==> config.mk <==
export PLATFORM = sky130hd
export DESIGN_NAME = vector_data_memory_flat
export DESIGN_NICKNAME = d
export VERILOG_FILES = /design/src/rtl/vmem_pkg.sv /design/src/rtl/vector_data_memory_if.sv /design/src/rtl/vmem_addr_gen.sv /design/src/rtl/vector_data_memory.sv /design/src/flat_wrapper.sv
export SDC_FILE = /design/constraint.sdc
export NUM_CORES = 1
export LEC_CHECK = 0
export CAP_MARGIN = 20
export CELL_PAD_IN_SITES_DETAIL_PLACEMENT = 1
export CELL_PAD_IN_SITES_GLOBAL_PLACEMENT = 1
export CORE_UTILIZATION = 25
export DETAILED_ROUTE_END_ITERATION = 12
export PLACE_DENSITY = 0.59
export RECOVER_POWER = 50
export SYNTH_ARGS = -nofsm -noshare
export SYNTH_HDL_FRONTEND = slang
export SYNTH_HIERARCHICAL = 1
export SYNTH_SLANG_ARGS = --single-unit
==> constraint.sdc <==
create_clock -name clk -period 5.6 [get_ports clk]
set_clock_uncertainty 0.1 [all_clocks]
set_input_delay 1.12 -clock clk [delete_from_list [all_inputs] [get_ports clk]]
set_output_delay 1.12 -clock clk [all_outputs]
set_load 0.05 [all_outputs]
==> src/rtl/vmem_pkg.sv <==
// Shared types, default parameters and helpers for the vector data memory controller.
package vmem_pkg;

   localparam int unsigned LANES_D      = 6;
   localparam int unsigned LANE_W_D     = 24;
   localparam int unsigned STORE_W_D    = 12;
   localparam int unsigned ADDR_W_D     = 20;
   localparam int unsigned MEM_ADDR_W_D = 19;
   localparam int unsigned IO_SIZE_D    = 76;
   localparam int unsigned MEM_LAT_D    = 1;

   // Working width of sign_extend; callers narrow the result to LANE_W.
   localparam int unsigned SEXT_W = 64;

   typedef enum logic [2:0] {
      IDLE,
      IO,
      ISSUE,
      DRAIN,
      RESP
   } vmem_state_e;

   // Replicate bit from_w-1 of x into every bit above it.
   function automatic logic [SEXT_W-1:0] sign_extend(input logic [SEXT_W-1:0] x,
                                                     input int unsigned       from_w);
      logic [SEXT_W-1:0] r;
      logic              s;
      s = x[6'(from_w - 1)];
      for (int unsigned i = 0; i < SEXT_W; i++) begin
         r[i] = (i < from_w) ? x[i] : s;
      end
      return r;
   endfunction

endpackage

==> src/rtl/vector_data_memory_if.sv <==
// Core-side request/response bus of the vector data memory controller.
interface vector_data_memory_if
   import vmem_pkg::*;
#(
   parameter int unsigned LANES      = LANES_D,
   parameter int unsigned LANE_W     = LANE_W_D,
   parameter int unsigned ADDR_W     = ADDR_W_D,
   parameter int unsigned MEM_ADDR_W = MEM_ADDR_W_D
);

   logic                    req_valid;
   logic                    req_ready;
   logic                    req_write;
   logic [ADDR_W-1:0]       req_addr;
   logic [MEM_ADDR_W-1:0]   req_stride;
   logic [LANES*LANE_W-1:0] req_wdata;
   logic                    rsp_valid;
   logic                    rsp_ready;
   logic [LANES*LANE_W-1:0] rsp_rdata;

   modport master (
      output req_valid, req_write, req_addr, req_stride, req_wdata, rsp_ready,
      input  req_ready, rsp_valid, rsp_rdata
   );

   modport slave (
      input  req_valid, req_write, req_addr, req_stride, req_wdata, rsp_ready,
      output req_ready, rsp_valid, rsp_rdata
   );

endinterface

==> src/rtl/vmem_addr_gen.sv <==
// Lane counter and running main-memory address for one serialised vector access.
// The step input is the registered stride when VMEM_STRIDE_EN is defined, else 1.
module vmem_addr_gen
   import vmem_pkg::*;
#(
   parameter  int unsigned LANES      = LANES_D,
   parameter  int unsigned MEM_ADDR_W = MEM_ADDR_W_D,
   localparam int unsigned LANE_IDX_W = (LANES > 1) ? $clog2(LANES) : 1
) (
   input  logic                  clk,
   input  logic                  rst,
   input  logic                  start,
   input  logic                  advance,
   input  logic [MEM_ADDR_W-1:0] start_addr,
   input  logic [MEM_ADDR_W-1:0] step,
   output logic [MEM_ADDR_W-1:0] addr,
   output logic [LANE_IDX_W-1:0] lane,
   output logic                  last_lane
);

   // Load the base offset on start, then step one lane per advance; wrap is silent.
   always_ff @(posedge clk or negedge rst) begin
      if (!rst) begin
         addr      <= '0;
         lane      <= '0;
         last_lane <= 1'b0;
      end else if (start) begin
         addr      <= start_addr;
         lane      <= '0;
         last_lane <= (LANES == 1);
      end else if (advance) begin
         addr      <= addr + step;
         lane      <= lane + LANE_IDX_W'(1);
         last_lane <= ((int'(lane) + 2) == int'(LANES));
      end
   end

endmodule

==> src/rtl/vector_data_memory.sv <==
// Vector load/store controller: IO window decode, per-lane serialisation to main
// memory, sign-extended load return over a valid/ready response.
// Build option: define VMEM_STRIDE_EN to honour req_stride (otherwise stride is 1).
module vector_data_memory
   import vmem_pkg::*;
#(
   parameter  int unsigned LANES      = LANES_D,
   parameter  int unsigned LANE_W     = LANE_W_D,
   parameter  int unsigned STORE_W    = STORE_W_D,
   parameter  int unsigned ADDR_W     = ADDR_W_D,
   parameter  int unsigned MEM_ADDR_W = MEM_ADDR_W_D,
   parameter  int unsigned IO_SIZE    = IO_SIZE_D,
   parameter  int unsigned MEM_LAT    = MEM_LAT_D,
   localparam int unsigned LANE_IDX_W = (LANES > 1) ? $clog2(LANES) : 1,
   localparam int unsigned DRAIN_W    = (MEM_LAT > 1) ? $clog2(MEM_LAT) : 1
) (
   input  logic                   clk,
   input  logic                   rst,
   vector_data_memory_if.slave    bus,
   output logic [MEM_ADDR_W-1:0]  mem_addr,
   output logic                   mem_we,
   output logic [STORE_W-1:0]     mem_wdata,
   input  logic [STORE_W-1:0]     mem_rdata,
   output logic                   io_en,
   output logic                   io_we,
   output logic [7:0]             io_addr,
   output logic [LANE_W-1:0]      io_wdata,
   input  logic [LANE_W-1:0]      io_rdata
);

   vmem_state_e               state_q;
   vmem_state_e               state_d;
   logic                      accept_c;
   logic                      is_io_c;
   logic                      gen_start;
   logic                      gen_adv;
   logic                      mem_we_d;
   logic                      mem_re_d;
   logic                      io_en_d;
   logic                      io_we_d;
   logic                      mem_re_q;
   logic [MEM_LAT-1:0]        rd_pipe;
   logic [DRAIN_W-1:0]        drain_q;
   logic                      write_q;
   logic [LANES*LANE_W-1:0]   wdata_q;
   logic [LANE_IDX_W-1:0]     cap_cnt;
   logic [LANE_IDX_W-1:0]     lane;
   logic                      last_lane;
   logic [MEM_ADDR_W-1:0]     step;
   logic [MEM_ADDR_W-1:0]     offset_c;

   assign accept_c = (state_q == IDLE) && bus.req_valid;
   assign is_io_c  = bus.req_addr < ADDR_W'(IO_SIZE);
   assign offset_c = MEM_ADDR_W'(bus.req_addr - ADDR_W'(IO_SIZE));

`ifdef VMEM_STRIDE_EN
   logic [MEM_ADDR_W-1:0] stride_q;

   // Stride captured at accept so later request changes are ignored.
   always_ff @(posedge clk or negedge rst) begin
      if (!rst) begin
         stride_q <= '0;
      end else if (accept_c) begin
         stride_q <= bus.req_stride;
      end
   end

   assign step = stride_q;
`else
   assign step = MEM_ADDR_W'(1);
`endif

   vmem_addr_gen #(
      .LANES      (LANES),
      .MEM_ADDR_W (MEM_ADDR_W)
   ) u_addr_gen (
      .clk        (clk),
      .rst        (rst),
      .start      (gen_start),
      .advance    (gen_adv),
      .start_addr (offset_c),
      .step       (step),
      .addr       (mem_addr),
      .lane       (lane),
      .last_lane  (last_lane)
   );

   // Next-state and next-output decode.
   always_comb begin
      state_d   = state_q;
      gen_start = 1'b0;
      gen_adv   = 1'b0;
      mem_we_d  = 1'b0;
      mem_re_d  = 1'b0;
      io_en_d   = 1'b0;
      io_we_d   = 1'b0;
      unique case (state_q)
         IDLE: begin
            if (bus.req_valid) begin
               if (is_io_c) begin
                  state_d = IO;
                  io_en_d = 1'b1;
                  io_we_d = bus.req_write;
               end else begin
                  state_d   = ISSUE;
                  gen_start = 1'b1;
                  mem_we_d  = bus.req_write;
                  mem_re_d  = !bus.req_write;
               end
            end
         end
         IO: begin
            state_d = RESP;
         end
         ISSUE: begin
            if (last_lane) begin
               state_d = write_q ? RESP : DRAIN;
            end else begin
               gen_adv  = 1'b1;
               mem_we_d = write_q;
               mem_re_d = !write_q;
            end
         end
         DRAIN: begin
            if (drain_q == DRAIN_W'(MEM_LAT - 1)) begin
               state_d = RESP;
            end
         end
         RESP: begin
            if (bus.rsp_ready) begin
               state_d = IDLE;
            end
         end
         default: begin
            state_d = IDLE;
         end
      endcase
   end

   // State and control-output registers.
   always_ff @(posedge clk or negedge rst) begin
      if (!rst) begin
         state_q       <= IDLE;
         bus.req_ready <= 1'b1;
         bus.rsp_valid <= 1'b0;
         mem_we        <= 1'b0;
         mem_re_q      <= 1'b0;
         io_en         <= 1'b0;
         io_we         <= 1'b0;
      end else begin
         state_q       <= state_d;
         bus.req_ready <= (state_d == IDLE);
         bus.rsp_valid <= (state_d == RESP);
         mem_we        <= mem_we_d;
         mem_re_q      <= mem_re_d;
         io_en         <= io_en_d;
         io_we         <= io_we_d;
      end
   end

   // Counts the cycles spent waiting for the last load return.
   always_ff @(posedge clk or negedge rst) begin
      if (!rst) begin
         drain_q <= '0;
      end else if (state_q == DRAIN) begin
         drain_q <= drain_q + DRAIN_W'(1);
      end else begin
         drain_q <= '0;
      end
   end

   // Read-issue flags delayed to line up with mem_rdata.
   always_ff @(posedge clk or negedge rst) begin
      if (!rst) begin
         rd_pipe <= '0;
      end else begin
         rd_pipe[0] <= mem_re_q;
         for (int unsigned k = 1; k < MEM_LAT; k++) begin
            rd_pipe[k] <= rd_pipe[k-1];
         end
      end
   end

   // Request capture, per-lane store data, IO and load return assembly.
   always_ff @(posedge clk or negedge rst) begin
      if (!rst) begin
         write_q       <= 1'b0;
         wdata_q       <= '0;
         io_addr       <= '0;
         io_wdata      <= '0;
         mem_wdata     <= '0;
         cap_cnt       <= '0;
         bus.rsp_rdata <= '0;
      end else if (accept_c) begin
         write_q       <= bus.req_write;
         wdata_q       <= bus.req_wdata;
         io_addr       <= bus.req_addr[7:0];
         io_wdata      <= bus.req_wdata[LANE_W-1:0];
         mem_wdata     <= bus.req_wdata[STORE_W-1:0];
         cap_cnt       <= '0;
         bus.rsp_rdata <= '0;
      end else begin
         if (gen_adv) begin
            mem_wdata <= wdata_q[(int'(lane) + 1) * int'(LANE_W) +: STORE_W];
         end
         if ((state_q == IO) && !write_q) begin
            bus.rsp_rdata <= {{((LANES - 1) * LANE_W){io_rdata[LANE_W-1]}}, io_rdata};
         end
         if (rd_pipe[MEM_LAT-1]) begin
            bus.rsp_rdata[int'(cap_cnt) * int'(LANE_W) +: LANE_W] <=
               LANE_W'(sign_extend(SEXT_W'(mem_rdata), STORE_W));
            cap_cnt <= cap_cnt + LANE_IDX_W'(1);
         end
      end
   end

endmodule

==> src/flat_wrapper.sv <==
// flat-port wrapper written by rule: the top's interface ports become plain ports
module vector_data_memory_flat import vmem_pkg::*;
#(
   parameter  int unsigned LANES      = LANES_D,
   parameter  int unsigned LANE_W     = LANE_W_D,
   parameter  int unsigned STORE_W    = STORE_W_D,
   parameter  int unsigned ADDR_W     = ADDR_W_D,
   parameter  int unsigned MEM_ADDR_W = MEM_ADDR_W_D,
   parameter  int unsigned IO_SIZE    = IO_SIZE_D,
   parameter  int unsigned MEM_LAT    = MEM_LAT_D,
   localparam int unsigned LANE_IDX_W = (LANES > 1) ? $clog2(LANES) : 1,
   localparam int unsigned DRAIN_W    = (MEM_LAT > 1) ? $clog2(MEM_LAT) : 1
)
  (clk, rst, mem_addr, mem_we, mem_wdata, mem_rdata, io_en, io_we, io_addr, io_wdata, io_rdata, bus_req_valid, bus_req_write, bus_req_addr, bus_req_stride, bus_req_wdata, bus_rsp_ready, bus_req_ready, bus_rsp_valid, bus_rsp_rdata);
  vector_data_memory_if #(.LANES(LANES), .LANE_W(LANE_W), .ADDR_W(ADDR_W), .MEM_ADDR_W(MEM_ADDR_W)) bus_i ();
  input  logic clk;
  input  logic rst;
  output logic [MEM_ADDR_W-1:0] mem_addr;
  output logic mem_we;
  output logic [STORE_W-1:0] mem_wdata;
  input  logic [STORE_W-1:0] mem_rdata;
  output logic io_en;
  output logic io_we;
  output logic [7:0] io_addr;
  output logic [LANE_W-1:0] io_wdata;
  input  logic [LANE_W-1:0] io_rdata;
  input wire logic [$bits(bus_i.req_valid)-1:0] bus_req_valid;
  input wire logic [$bits(bus_i.req_write)-1:0] bus_req_write;
  input wire logic [$bits(bus_i.req_addr)-1:0] bus_req_addr;
  input wire logic [$bits(bus_i.req_stride)-1:0] bus_req_stride;
  input wire logic [$bits(bus_i.req_wdata)-1:0] bus_req_wdata;
  input wire logic [$bits(bus_i.rsp_ready)-1:0] bus_rsp_ready;
  output wire logic [$bits(bus_i.req_ready)-1:0] bus_req_ready;
  output wire logic [$bits(bus_i.rsp_valid)-1:0] bus_rsp_valid;
  output wire logic [$bits(bus_i.rsp_rdata)-1:0] bus_rsp_rdata;
  assign bus_i.req_valid = bus_req_valid;
  assign bus_i.req_write = bus_req_write;
  assign bus_i.req_addr = bus_req_addr;
  assign bus_i.req_stride = bus_req_stride;
  assign bus_i.req_wdata = bus_req_wdata;
  assign bus_i.rsp_ready = bus_rsp_ready;
  assign bus_req_ready = bus_i.req_ready;
  assign bus_rsp_valid = bus_i.rsp_valid;
  assign bus_rsp_rdata = bus_i.rsp_rdata;
  vector_data_memory #(.LANES(LANES), .LANE_W(LANE_W), .STORE_W(STORE_W), .ADDR_W(ADDR_W), .MEM_ADDR_W(MEM_ADDR_W), .IO_SIZE(IO_SIZE), .MEM_LAT(MEM_LAT)) u_core (.clk(clk), .rst(rst), .bus(bus_i), .mem_addr(mem_addr), .mem_we(mem_we), .mem_wdata(mem_wdata), .mem_rdata(mem_rdata), .io_en(io_en), .io_we(io_we), .io_addr(io_addr), .io_wdata(io_wdata), .io_rdata(io_rdata));
endmodule
# Word level (Yosys, flattened, before mapping)
# Index checks and enable logic that the tools add are counted.
[totals] ff_bits=370 latchBits=0 mem_bits_rw=0 romBits=0 word_cells=90 mem_count=0
[op_classes] addsub=8 multipliers=2 n_div=0 magnitude_cmp=1 eq_ne=6 shifts=3 mux=42 bitwise=0 n_reduce_logical=9
[ops] cell="$mux 144" n=4
[ops] cell="$bwmux 144" n=1
[ops] cell="$shift 24x33->144 const A" n=1
[ops] cell="$shiftx 144x32->12" n=1
[ops] cell="$shiftx 24x33->144" n=1
[ops] cell="$mux 19" n=2
[ops] cell="$neg 32->33" n=1
[ops] cell="$mul 32x3->29 const B" n=1
[ops] cell="$mux 3" n=9
[ops] cell="$mux 12" n=2
[ops] cell="$lt 20x7->1 const B" n=1
[ops] cell="$mux 1" n=20
[ops] cell="$add 19x1->19 const B" n=1
[ops] cell="$sub 19x7->19 const B" n=1
[ops] cell="$pmux 3 s5" n=1
[ops] cell="$add 3x1->3 const B" n=2
[ops] cell="$eq 3x2->1 const B" n=2
[ops] cell="$eq 3x3->1 const B" n=2
[ops] cell="$logic_not 3->1" n=2
[ops] cell="$reduce_bool 2->1" n=3
[ops] cell="$mul 3x2->5 const B" n=1
[ops] cell="$add 3x1->4 const B" n=1
[ops] cell="$add 3x2->4 const B" n=1
[ops] cell="$eq 4x3->1 const B" n=1
[ops] cell="6 further kinds" n=9

# Depth between registers and ports, before layout
[depth] ltp_word=7 depth_mapped=16 depth_no_buf=10

# Modules after synthesis
# Netlist, hierarchy kept.
[by_module_without_submodules] mod="vector_data_memory" instances=1 cells_per_inst=1558 area_per_inst_um2=13859.5 seq_area_each_um2=6582.6
[by_module_without_submodules] mod="vmem_addr_gen" instances=1 cells_per_inst=220 area_per_inst_um2=1926.8 seq_area_each_um2=575.6

# Least setup slack after synthesis
# No wires, ideal clock.
[synth_path] path_kind="reg2reg" start="register u_core.cap_cnt[0]" end="register u_core.bus.rsp_rdata[100]" setup_ns=0.125 arrival_time_ns=3.673 required_ns=5.375 setup_slack_ns=1.702 stages_incl_launch_ff=16 path_buffers=6 synth_period_minus_slack_ns=3.898 cell_sequence="dfrtp_1 -> buf_2 -> buf_2 -> buf_1 -> inv_1 -> clkbuf_1 -> ha_1 -> nand2b_1 -> clkbuf_1 -> nor2_1 -> ha_1 -> and2_1 -> buf_1 -> nand3_1 -> nor3_4 -> mux2_2"
[synth_between] elab_chain_cells=6 elab_cells_between_ends=7 cone_classes="1 x add/sub; 1 x mul; 2 x shift; 3 x mux"
[synth_rtl] element="start, declared" line="vector_data_memory.sv:46" text="logic [LANE_IDX_W-1:0] cap_cnt;"
[synth_rtl] element="start signal, assigned" line="vector_data_memory.sv:212" text="cap_cnt <= cap_cnt + LANE_IDX_W'(1);"
[synth_rtl] element="$mul 3x2->5 *" line="vector_data_memory.sv:210" text="bus.rsp_rdata[int'(cap_cnt) * int'(LANE_W) +: LANE_W] <="
[synth_rtl] element="$neg 32->33 *" line="vector_data_memory.sv:210"
[synth_rtl] element="$shiftx 24x33->144 or $shift 24x33->144 (tied branches)" line="vector_data_memory.sv:210"
[synth_rtl] element="$bwmux 144 *" line="vector_data_memory.sv:210"
[synth_rtl] element="$mux 144 *" line="vector_data_memory.sv:209" text="if (rd_pipe[MEM_LAT-1]) begin"
[synth_rtl] element="$mux 144 *" line="vector_data_memory.sv:194" text="end else if (accept_c) begin"
[synth_rtl] element="end signal, assigned" line="vector_data_memory.sv:207" text="bus.rsp_rdata <= {{((LANES - 1) * LANE_W){io_rdata[LANE_W-1]}}, io_rdata};"
[synth_rtl] element="end signal, assigned by index" line="vector_data_memory.sv:210"
[synth_rtl] element="end, declared" line="vector_data_memory_if.sv:28" text="output req_ready, rsp_valid, rsp_rdata"
# Mark *: on every way between the ends. The rest lies on a longest branch, timed or not.
# A chain may end at the register's enable or synchronous reset.

# Final worst setup path
[layout_path] start="input bus_req_valid" end="register u_core.bus.rsp_rdata[79]"
[layout_between] elab_chain_cells=2
[layout_rtl] element="start, declared" line="flat_wrapper.sv:27" text="input wire logic [$bits(bus_i.req_valid)-1:0] bus_req_valid;"
[layout_rtl] element="$logic_and 1x1->1" line="vector_data_memory.sv:52" text="assign accept_c = (state_q == IDLE) && bus.req_valid;"
[layout_rtl] element="$mux 144" line="vector_data_memory.sv:194"
# Every way passes these cells.

==> results.json <==
{
  "clk_pin_slew_worst_paths_ns": 0.06,
  "cts_tree": "done",
  "die_w_um": 253,
  "clk_path_buf_depth": 3,
  "min_path_type": "reg -> reg",
  "tns_ns": 0,
  "ys_warn_count": 6,
  "tightest_slew_ns": 2.77,
  "fmax_mhz": 209,
  "cts.sinks": 286,
  "drt_iter0_drc": 750,
  "fin_crit_ns": 4.78,
  "start_util": 0.254,
  "postSynthCellCount": 1778,
  "synth_top_family_by_area": "compound AO/OA/AOI/OAI gates",
  "holdWs_ns": 0.262,
  "powerDensity_nw_per_um2": 701,
  "synth-seq-cells": 286,
  "ctsResizeCount": 0,
  "cts_max_level": 2,
  "avgSynthCellArea_um2": 8.88,
  "root_buffer": "clkbuf_16",
  "yosys.area_share.xor_xnor": 0.0237,
  "synthAdderAreaFrac": 0.0247,
  "post_cts_buffers": 0,
  "path_class": "in -> reg",
  "clk_latency_ns": 0.57,
  "dp_hpwl_mm": 44.6,
  "rows": 91,
  "grt_usage": 0.196,
  "netlist_area_um2": 15800,
  "cp_num_buf_inv": 2,
  "io_buffers": 356,
  "finalHoldViolations": 0,
  "arrival_ns": 5.13,
  "report.final.slew_viol_count": 374,
  "muxShareOfSynthArea": 0.0622,
  "synth-edff-count": 0,
  "crit_required_ns": 5.95,
  "die_h_um": 253,
  "routabilityCongestion": 0.854,
  "leakage_nw": 9.15,
  "grt-ovfl-total": 0,
  "synth_compound_area_frac": 0.194,
  "final_util": 0.343,
  "path_cells": "dlygate4sd3_1 > nor4b_2 > clkbuf_4 > o22ai_1 > a31o_2",
  "cts_made_buffers": 39,
  "drive_above_1_share": 0.0802,
  "maxCapViolCount": 3,
  "post-route-period-util": 0.853,
  "remaining_drc_errors": 0,
  "path_delay_family": "buffers and inverters",
  "cp-end-kind": "flop",
  "seq_area_frac_synth": 0.453,
  "status": "complete, but fails checks",
  "critPathSlowestCell": "clkbuf_4",
  "rsz0062_at_grt": "no",
  "first_pass_iters": 5,
  "synth_ff_type": "dfrtp_1",
  "io_pins": 436,
  "grt_pass1_vias": 15600,
  "ys_async_sr_fraction": 1.00,
  "finalNetCount": 2323,
  "dieArea_um2": 64200,
  "area_delta_synth_final_pct": 35.0,
  "violations": "capacitance limit, slew limit",
  "grt_pass1_wl_mm": 96.3,
  "startpoint_type": "input pin",
  "crit_fanout": 228,
  "hold_buffers": 0,
  "maxSlewHeadroom": -0.844,
  "yosys.area_share.simple": 0.190,
  "antenna_found_initial": 5,
  "vdd_drop_max_uv": 274,
  "slowest_delay_ns": 2.00,
  "vias_per_cell": 4.97,
  "design.core.area_um2": 62100,
  "grt_max_degree": 229,
  "wl_per_cell_um": 21.5,
  "synth.distinct_cells": 82,
  "vias": 14576,
  "drtAntennaViolNets": 0,
  "wl_mm": 63.1,
  "finalSetupViolations": 0
}
[area by class of cell]
cell class / instances / area [µm²]
Sequential cell: 286 / 7160
Timing Repair Buffer: 387 / 3810
Tap cell: 837 / 1050
Clock inverter: 12 / 153
Clock buffer: 54 / 1110
Inverter: 23 / 86.3
Antenna cell: 4 / 10.0
Multi-Input combinational cell: 1332 / 7920
Fill cell: 7155 / 40700
[worst paths after layout]
| check | startpoint | endpoint | slack (ns) | depth (start not counted) |
|---|---|---|---|---|
| hold reg to reg | u_core/mem_re_q$_DFF_PN0_ | u_core/rd_pipe$_DFF_PN0_ | 0.26 | 0 |
| max in group asynchronous | rst | u_core/bus.rsp_rdata[104]$_DFF_PN0_ | 1.51 | 2 |
| hold / removal | u_core/mem_re_q$_DFF_PN0_ | u_core/rd_pipe$_DFF_PN0_ | 0.26 | 0 |
| min in group asynchronous | rst | u_core/wdata_q[56]$_DFFE_PN0P_ | 1.29 | 1 |
| setup / recovery | bus_req_valid | u_core/bus.rsp_rdata[79]$_DFF_PN0_ | 0.82 | 5 |
| setup reg to reg | u_core/cap_cnt[1]$_DFFE_PN0P_ | u_core/bus.rsp_rdata[14]$_DFF_PN0_ | 1.22 | 9 |
[sequential cells by signal, indices dropped and copies added, names as in the netlist]
register / flops
u_core/bus.rsp_rdata: 144
u_core/wdata_q: 61
u_core/io_wdata: 23
u_core/u_addr_gen/addr: 19
u_core/mem_wdata: 12
u_core/io_addr: 8
u_core/cap_cnt: 3
u_core/state_q: 3
u_core/u_addr_gen/lane: 3
u_core/bus.req_ready: 1
u_core/bus.rsp_valid: 1
u_core/drain_q: 1
u_core/io_en: 1
u_core/io_we: 1
u_core/mem_re_q: 1
u_core/mem_we: 1
u_core/rd_pipe: 1
u_core/u_addr_gen/last_lane: 1
u_core/write_q: 1
[cell usage in the layout (no fill, tap or decap), types with 11 or more instances in the layout]
cell / instances
a211oi_1: 69
a21o_1: 19
a21oi_1: 166
a221o_1: 19
a22oi_1: 15
buf_4: 25
clkbuf_16: 39
clkdlybuf4s50_1: 352
conb_1: 23
dfrtp_1: 284
ha_1: 28
inv_1: 23
mux2_2: 29
mux2i_1: 31
mux4_2: 12
nand2_1: 425
nand2b_1: 14
nand3_1: 13
nor2_1: 104
nor2b_1: 11
nor3_1: 30
nor4_1: 15
o21ai_0: 80
o22ai_1: 26
o31ai_1: 18
xnor2_1: 17
xor2_1: 17
[power breakdown]
group | leakage [nW] | total (mW) | internal (mW) | switching, mW
sequential | 3.72 | 3.52 | 2.93 | 0.595
clock | 0.621 | 2.49 | 1.48 | 1.01
combinational | 4.80 | 8.93 | 2.96 | 5.97
[through the flow]
| step | cell area, µm² | std cells | power, mW | worst slack, ns |
|---|---|---|---|---|
| floorplan | 15900 | 1799 | 9.49 | 1.70 |
| global placement | 20000 | 2862 | 12.2 | 1.33 |
| detailed placement | 20000 | 2863 | 12.4 | 1.28 |
| CTS | 21300 | 2929 | 15.0 | 1.24 |
| global route | 21300 | 2935 | 15.9 | 0.498 |
| finish | 21300 | 2935 | 14.9 | 0.825 |
[worst reg2reg max path: stages (launching register included)]
cell     delay (ns)
dfrtp_1        0.47
ha_1           0.29
fa_1           0.59
xor2_2         0.53
nor2_1         0.10
ha_1           0.39
and2_1         0.47
nand3_1        0.39
o21ai_0        0.70
o22ai_1        0.20
[Yosys cell counts (13+ instances only)]
| library cell | n | share of area |
|---|---|---|
| buf_4 | 25 | 0.012 |
| a211oi_1 | 69 | 0.033 |
| buf_1 | 13 | 0.0031 |
| nor4_1 | 15 | 0.0059 |
| nand2_1 | 425 | 0.10 |
| nand2b_1 | 14 | 0.0055 |
| o21ai_0 | 80 | 0.025 |
| o31ai_1 | 18 | 0.0086 |
| nor3_1 | 31 | 0.0098 |
| dfrtp_1 | 285 | 0.45 |
| xnor2_1 | 17 | 0.0094 |
| inv_1 | 23 | 0.0055 |
| nand3_1 | 13 | 0.0041 |
| ha_1 | 28 | 0.022 |
| a21o_1 | 19 | 0.0090 |
| buf_2 | 17 | 0.0054 |
| mux2_2 | 29 | 0.021 |
| nor2_1 | 104 | 0.025 |
| mux2i_1 | 31 | 0.020 |
| a221o_1 | 19 | 0.012 |
| xor2_1 | 17 | 0.0094 |
| clkbuf_1 | 97 | 0.023 |
| o22ai_1 | 26 | 0.010 |
| a21oi_1 | 166 | 0.053 |
| a22oi_1 | 15 | 0.0071 |
[layer usage]
| layer | vias up | wire length (µm) | global-route usage |
|---|---|---|---|
| met1 | 7365 | 28500 | 0.261 |
| li1 | 6804 | - | - |
| met5 | - | 13 | 0 |
| met4 | 2 | 1650 | 0.0635 |
| met3 | 84 | 2820 | 0.0335 |
| met2 | 321 | 30100 | 0.321 |
[cell families (layout without fill, tap and decap cells)]
kind of cell / after synthesis / count (layout)
and+or+nand+nor: 684 / 684
AOI/OAI and AO/OA: 480 / 480
DFF: 286 / 286
buffers and inverters: 181 / 476
muxes: 77 / 77
xor gates and xnor gates: 38 / 38
adders and majority gates: 30 / 30
other: 2 / 27
No activity file was read; power rests on OpenSTA's default activity.
